$ cat config.mk
export PLATFORM = sky130hd
export DESIGN_NAME = hazard_stall_ctrl
export DESIGN_NICKNAME = d
export VERILOG_FILES = /design/src/rtl/hazard_stall_ctrl.sv
export SDC_FILE = /design/constraint.sdc
export NUM_CORES = 1
export LEC_CHECK = 0
export BUFFER_PORTS_ARGS = -buffer_cell sky130_fd_sc_hd__buf_2
export CAP_MARGIN = 25
export CORE_ASPECT_RATIO = 0.9
export CORE_MARGIN = 10
export CORE_UTILIZATION = 47
export CTS_CLUSTER_DIAMETER = 40
export DETAILED_ROUTE_END_ITERATION = 12
export GPL_TIMING_DRIVEN = 0
export PLACE_DENSITY = 0.82
export SLEW_MARGIN = 20
export SYNTH_ARGS = -nofsm -noshare
export SYNTH_HDL_FRONTEND = slang
export SYNTH_SLANG_ARGS = --single-unit
export TNS_END_PERCENT = 100
$ cat constraint.sdc
create_clock -name clk_i -period 2.7 [get_ports clk_i]
set_clock_uncertainty 0.2 [all_clocks]
set_input_delay 0.135 -clock clk_i [delete_from_list [all_inputs] [get_ports clk_i]]
set_output_delay 0.135 -clock clk_i [all_outputs]
set_load 0.005 [all_outputs]
$ cat src/rtl/hazard_stall_ctrl.sv
// Load-use and memory-stall controller beside the ID stage: generates PC/IF-ID hold,
// ID/EX bubble, pipe freeze and IF/ID flush, with multi-cycle load-use penalty.
module hazard_stall_ctrl #(
  parameter int unsigned REG_AW      = 5,
  parameter int unsigned LOAD_LAT    = 1,
  parameter int unsigned ZERO_EXEMPT = 1,
  parameter int unsigned PERF_W      = 16
) (
  input  logic              clk_i,
  input  logic              rst_i,
  input  logic              ID_EX_MemRead,
  input  logic [REG_AW-1:0] ID_EX_RegisterRt,
  input  logic [REG_AW-1:0] IF_ID_RegisterRs,
  input  logic [REG_AW-1:0] IF_ID_RegisterRt,
  input  logic              IF_ID_UseRs,
  input  logic              IF_ID_UseRt,
  input  logic              mem_stall_i,
  input  logic              branch_taken_i,
  output logic              pc_stall_o,
  output logic              if_id_stall_o,
  output logic              bubble_o,
  output logic              freeze_o,
  output logic              flush_o,
  output logic              lu_busy_o,
  output logic [PERF_W-1:0] stall_cnt_o
);

  localparam int unsigned RW = $clog2(LOAD_LAT + 1);
  localparam logic [RW-1:0] REM_INIT = RW'(LOAD_LAT - 1);

  typedef enum logic {
    IDLE     = 1'b0,
    LU_STALL = 1'b1
  } state_t;

  state_t        state;
  logic [RW-1:0] rem;
  logic          hz;
  logic          rs_match;
  logic          rt_match;
  logic          zero_dst;

  assign rs_match  = IF_ID_UseRs && (IF_ID_RegisterRs == ID_EX_RegisterRt);
  assign rt_match  = IF_ID_UseRt && (IF_ID_RegisterRt == ID_EX_RegisterRt);
  assign zero_dst  = (ZERO_EXEMPT != 0) && (ID_EX_RegisterRt == '0);
  assign hz        = ID_EX_MemRead && (rs_match || rt_match) && !zero_dst;
  assign lu_busy_o = (state == LU_STALL);

  // Priority: reset, memory freeze, branch flush, then load-use stall.
  always_comb begin
    pc_stall_o    = 1'b0;
    if_id_stall_o = 1'b0;
    bubble_o      = 1'b0;
    freeze_o      = 1'b0;
    flush_o       = 1'b0;
    if (rst_i) begin
      pc_stall_o = 1'b0;
    end else if (mem_stall_i) begin
      freeze_o      = 1'b1;
      pc_stall_o    = 1'b1;
      if_id_stall_o = 1'b1;
    end else if (branch_taken_i) begin
      flush_o = 1'b1;
    end else if (state == LU_STALL || hz) begin
      pc_stall_o    = 1'b1;
      if_id_stall_o = 1'b1;
      bubble_o      = 1'b1;
    end
  end

  always_ff @(posedge clk_i) begin
    if (rst_i) begin
      state       <= IDLE;
      rem         <= '0;
      stall_cnt_o <= '0;
    end else begin
      if (pc_stall_o && (stall_cnt_o != '1)) begin
        stall_cnt_o <= stall_cnt_o + 1'b1;
      end
      if (mem_stall_i) begin
        state <= state;
        rem   <= rem;
      end else if (branch_taken_i) begin
        state <= IDLE;
        rem   <= '0;
      end else if (state == LU_STALL) begin
        if (rem == RW'(1)) begin
          state <= IDLE;
          rem   <= '0;
        end else begin
          rem <= rem - 1'b1;
        end
      end else if (hz && (LOAD_LAT > 1)) begin
        state <= LU_STALL;
        rem   <= REM_INIT;
      end
    end
  end

endmodule
* Word level (Yosys, flattened, before mapping)
Cells that the tools add are included.
** Storage, ports and cells
- Bits of input ports :: 22
- Bits in latches :: 0
- Output and inout bits :: 22
- Bits in registers :: 18
- Word-level logic and storage cells :: 37
- Memory bits (read-only) :: 0
- Bits in writable memories :: 0
- Memories :: 0
** Cells by class
- Mux-type cells :: 17
- Add/subtract/negate cells :: 2
- Eq/ne operators :: 3
- Bitwise gates (word level) :: 1
- Magnitude comparators :: 0
- Reduce and logical (&&, ||, !) cells :: 11
- $mul :: 0
- Shift-type cells :: 0
- Divide/modulo/power cells :: 0
** Operators with widths (count)
- 2-to-1 mux 1 bit :: 17
- adder 16 x 1 -> 16 bit (second input constant) :: 1
- inequality test 16 bit (second input constant) :: 1
- equality test 5 bit :: 2
- logical AND 1 bit :: 5
- logical NOT 5 bit :: 1
- logical OR 1 bit :: 2
- AND reduction 2 bit :: 1
- nonzero test 2 bit :: 1
- logical NOT 1 bit :: 1
- inverter 1 bit :: 1
- subtractor 1 bit (second input constant) :: 1

* Depth between registers and ports, before layout
- Depth in word-level cells :: 11
- Depth in mapped cells :: 8
- Depth with buffers taken out :: 7

* Worst setup path before layout
No wires, ideal clock.
- Path type :: reg2reg
- Start point :: register stall_cnt_o[2]
- End point :: register stall_cnt_o[9]
- Cell stages (with the launch flop) :: 8
- Arrival :: 1.640 ns
- Period minus slack after synthesis :: 1.964 ns
- Path buffers :: 0
- Data required time :: 2.377 ns
- Setup slack :: 0.736 ns
- Library setup time :: 0.123 ns
- Cells stage by stage :: dfxtp_1 > and3_1 > and2_1 > nand2_2 > nor3_4 > nor4bb_4 > nand4_1 > mux2_1
** On the way
- Cells in the longest elaborated chain, start to end :: 2
- Elaborated cells on any way between the ends :: 3
- Those cells by class :: add/sub: 1; eq/ne: 1; reduce/logical: 1
** Ends and longest elaborated chain
- start: declaration :: RTL line 25 : output logic [PERF_W-1:0] stall_cnt_o
- start signal: assignment :: RTL line 78 : stall_cnt_o <= stall_cnt_o + 1'b1;
- parallel branches: the longest is 2 deep, another holds adder 16 x 1 -> 16 bit
Several ways; the timed one is not identified.
A chain may end at the register's enable or synchronous reset.

* Final worst setup path
Same ends and word-level chain as after synthesis.

==> qor.yml <==
run_status:
  status: "finished, final reports clean"
worst_hold_path:
  min_path_cells: 3
  min_from: "rst_i"
  hold_path_class: "input port to flip-flop"
  hold_end: "stall_cnt_o[15]"
pwr:
  ir_drop_uv: 357
  seqPwrFrac_pct: 52.1
  power_frac_comb_pct: 15.2
  p_int_mw: 0.389
  p_sw_mw: 0.128
  power_density_mw_per_mm2: 362
  power.total_mw: 0.517
  p_leak_nw: 0.622
  p_clk_share_pct: 32.6
  power_switching_share_pct: 24.7
clock_network:
  hold_buffers: 3
  cts_tree: "yes"
  cts_root_buffer: "clkbuf_4"
  h-tree-depth: 1
  path_clk_slew_ns: 0.11
  post_cts_resize_count: 0
  cts_buffers: 3
  insertion_delay_ns: 0.29
  cts_sinks: 18
  post-cts-setup-buffers: 0
  ctsLongestPathBuffers: 2
floorplan:
  ioPinCount: 44
  die-area_mm2: 0.00472
  dieHeight_um: 66.2
  core_area_mm2: 0.00222
  num_rows: 16
  initial_core_util_pct: 50.1
  die_width_um: 71.3
route:
  vias_per_cell: 5.42
  first_iter_violations: 34
  firstDrtPassIters: 5
  routed_wl_um: 2970
  vias: 1100
  drc: 0
  ant_nets: 0
  wl_per_cell_um: 14.6
sta:
  maxSlewViolCount: 0
  worst_pin_slew_ns: 0.455
  slew_headroom_pct: 69.7
  fin_crit_sh_pct: 81.4
  min_period_ns: 2.20
  rsz0062_at_grt: "false"
  hold_viol_final: 0
  tns_ns: 0
  fmax_ghz: 0.455
  hold_slack_ns: 0.0216
  setup-violations-final: 0
cells_and_area:
  drive_gt1_share_pct: 34.1
  area_growth_pct: 28.3
  nNetsFinal: 200
  diodes: 0
  final_util_pct: 64.3
  fillerInstances: 196
  design_area_mm2: 0.00143
logic_synthesis:
  ys_ff_latch: 18
  synthCells: 126
  yosysWarnings: 0
  synth_area_mm2: 0.00111
  syn-num-nets: 149
  yosysSeqAreaShare_pct: 32.4
  avgSynthCellArea_um2: 8.84
  synth_cell_types: 37
worst_setup_path:
  required_ns: 2.69
  critical_path.endpoint_type: "flip-flop"
  r2r_slack_ns: 0.50
  crit_type: "flip-flop to flip-flop"
  r2r_start: "stall_cnt_o[2]"
  r2r_end: "stall_cnt_o[9]"
  cp.arrival_ns: 2.19
  critPathMaxFanout: 6
  critPathLaunchType: "flip-flop"
  r2r_cells: 7
grt:
  grt_usage_pct: 12.6
  grt_max_degree: 11
  first_global_vias: 1141
  globalRouteOverflowTotal: 0
  antenna_found_initial: 0
  grt_pass1_wl_um: 4940
placed_design:
  gp_congestion: 0.772
  dp_hpwl_um: 2430
  portBuffers: 43
  placed_area_mm2: 0.00136
run:
  drv_cap: 0
## power by group through the flow
stage               registers, mW  clock network [mW]  logic (mW)
global placement            0.275                   0      0.0736
detailed placement          0.276                   0      0.0759
floorplan                   0.276                   0      0.0419
global route                0.270               0.186      0.0873
finish                      0.269               0.169      0.0788
CTS                         0.270               0.175      0.0795
## final cells by class
cell class                      count  area [um^2]  area share [%]
Tap cell                           27         33.8            2.36
Buffer                              4         26.3            1.84
Timing Repair Buffer               46          245            17.2
Clock buffer                        4         36.3            2.54
Multi-Input combinational cell    102          719            50.4
Inverter                            2         7.51           0.525
Sequential cell                    18          360            25.2
## critical path: stages (launching register included)
cell,delay (ns)
dfxtp_1,0.43
and3_1,0.22
and2_1,0.22
nand2_2,0.16
nor3_4,0.31
nor4bb_4,0.11
nand4_1,0.12
mux2_1,0.33
## metal layers
layer | share of wire [%] | track usage (%)
met5 | 0 | 0
met4 | 1.0 | 4.59
met3 | 6.9 | 4.05
met2 | 55 | 23.0
met1 | 37 | 13.2
## Yosys cell counts, drive strengths merged
cell type	number	area share (%)
a21oi	5	2.2
a31oi	1	1.9
and2	2	1.1
and3	3	1.7
and4	2	1.6
buf	2	1.7
clkbuf	2	0.67
dfxtp	18	32
ha	1	1.1
inv	2	0.67
mux2	2	2.0
mux2i	3	2.7
nand2	9	3.3
nand2b	3	1.7
nand3	7	4.0
nand3b	1	0.67
nand4	4	2.2
nor2	17	6.0
nor2b	3	1.7
nor3	6	3.7
nor3b	3	2.0
nor4	1	0.56
nor4b	2	2.7
nor4bb	1	2.2
o21a	1	0.67
o21ai	2	0.90
o22ai	1	1.1
or2	1	0.56
or3	1	0.56
or4	1	0.67
xnor2	19	15
## metrics by stage
step / worst slack, ns / instances
final: 0.503 / 203
after global routing: 0.403 / 203
after CTS: 0.508 / 203
after detailed placement: 0.526 / 196
after global placement: 0.604 / 196
after floorplan: 0.736 / 126
## registers in the layout, indices dropped and copies added, names as in the netlist
register     count
lu_busy_o        1
rem              1
stall_cnt_o     16
## cell usage in the layout, fill, tap and decap left out, types with 3 or more instances in the layout
cell           instances
a21oi_1                5
and3_1                 3
buf_2                 43
clkbuf_4               3
dfxtp_1               18
dlygate4sd3_1          3
mux2i_1                3
nand2_1                8
nand2b_1               3
nand3_1                5
nand4_1                4
nor2_1                16
nor2b_1                3
nor3_1                 5
nor3b_1                3
xnor2_1               19
## how the worst max path moves through the flow
stage	depth (start not counted)	start	slack, ns	endpoint
final	7	stall_cnt_o[2]	0.50	stall_cnt_o[9]
after global routing	7	stall_cnt_o[2]	0.40	stall_cnt_o[9]
after CTS	7	stall_cnt_o[2]	0.51	stall_cnt_o[9]
after detailed placement	7	stall_cnt_o[2]	0.53	stall_cnt_o[9]
after global placement	7	stall_cnt_o[2]	0.60	stall_cnt_o[9]
after floorplan	7	stall_cnt_o[2]	0.74	stall_cnt_o[9]
## logic make-up after synthesis
kind of cell | count (synthesis) | share of synthesized area, %
xor+xnor | 19 | 14.9
mux | 5 | 4.72
compound gates | 10 | 6.85
flops | 18 | 32.4
simple gates | 67 | 37.0
fa+ha+maj | 1 | 1.12
buf+inv | 6 | 3.03
No activity file was read; power rests on OpenSTA's default activity.
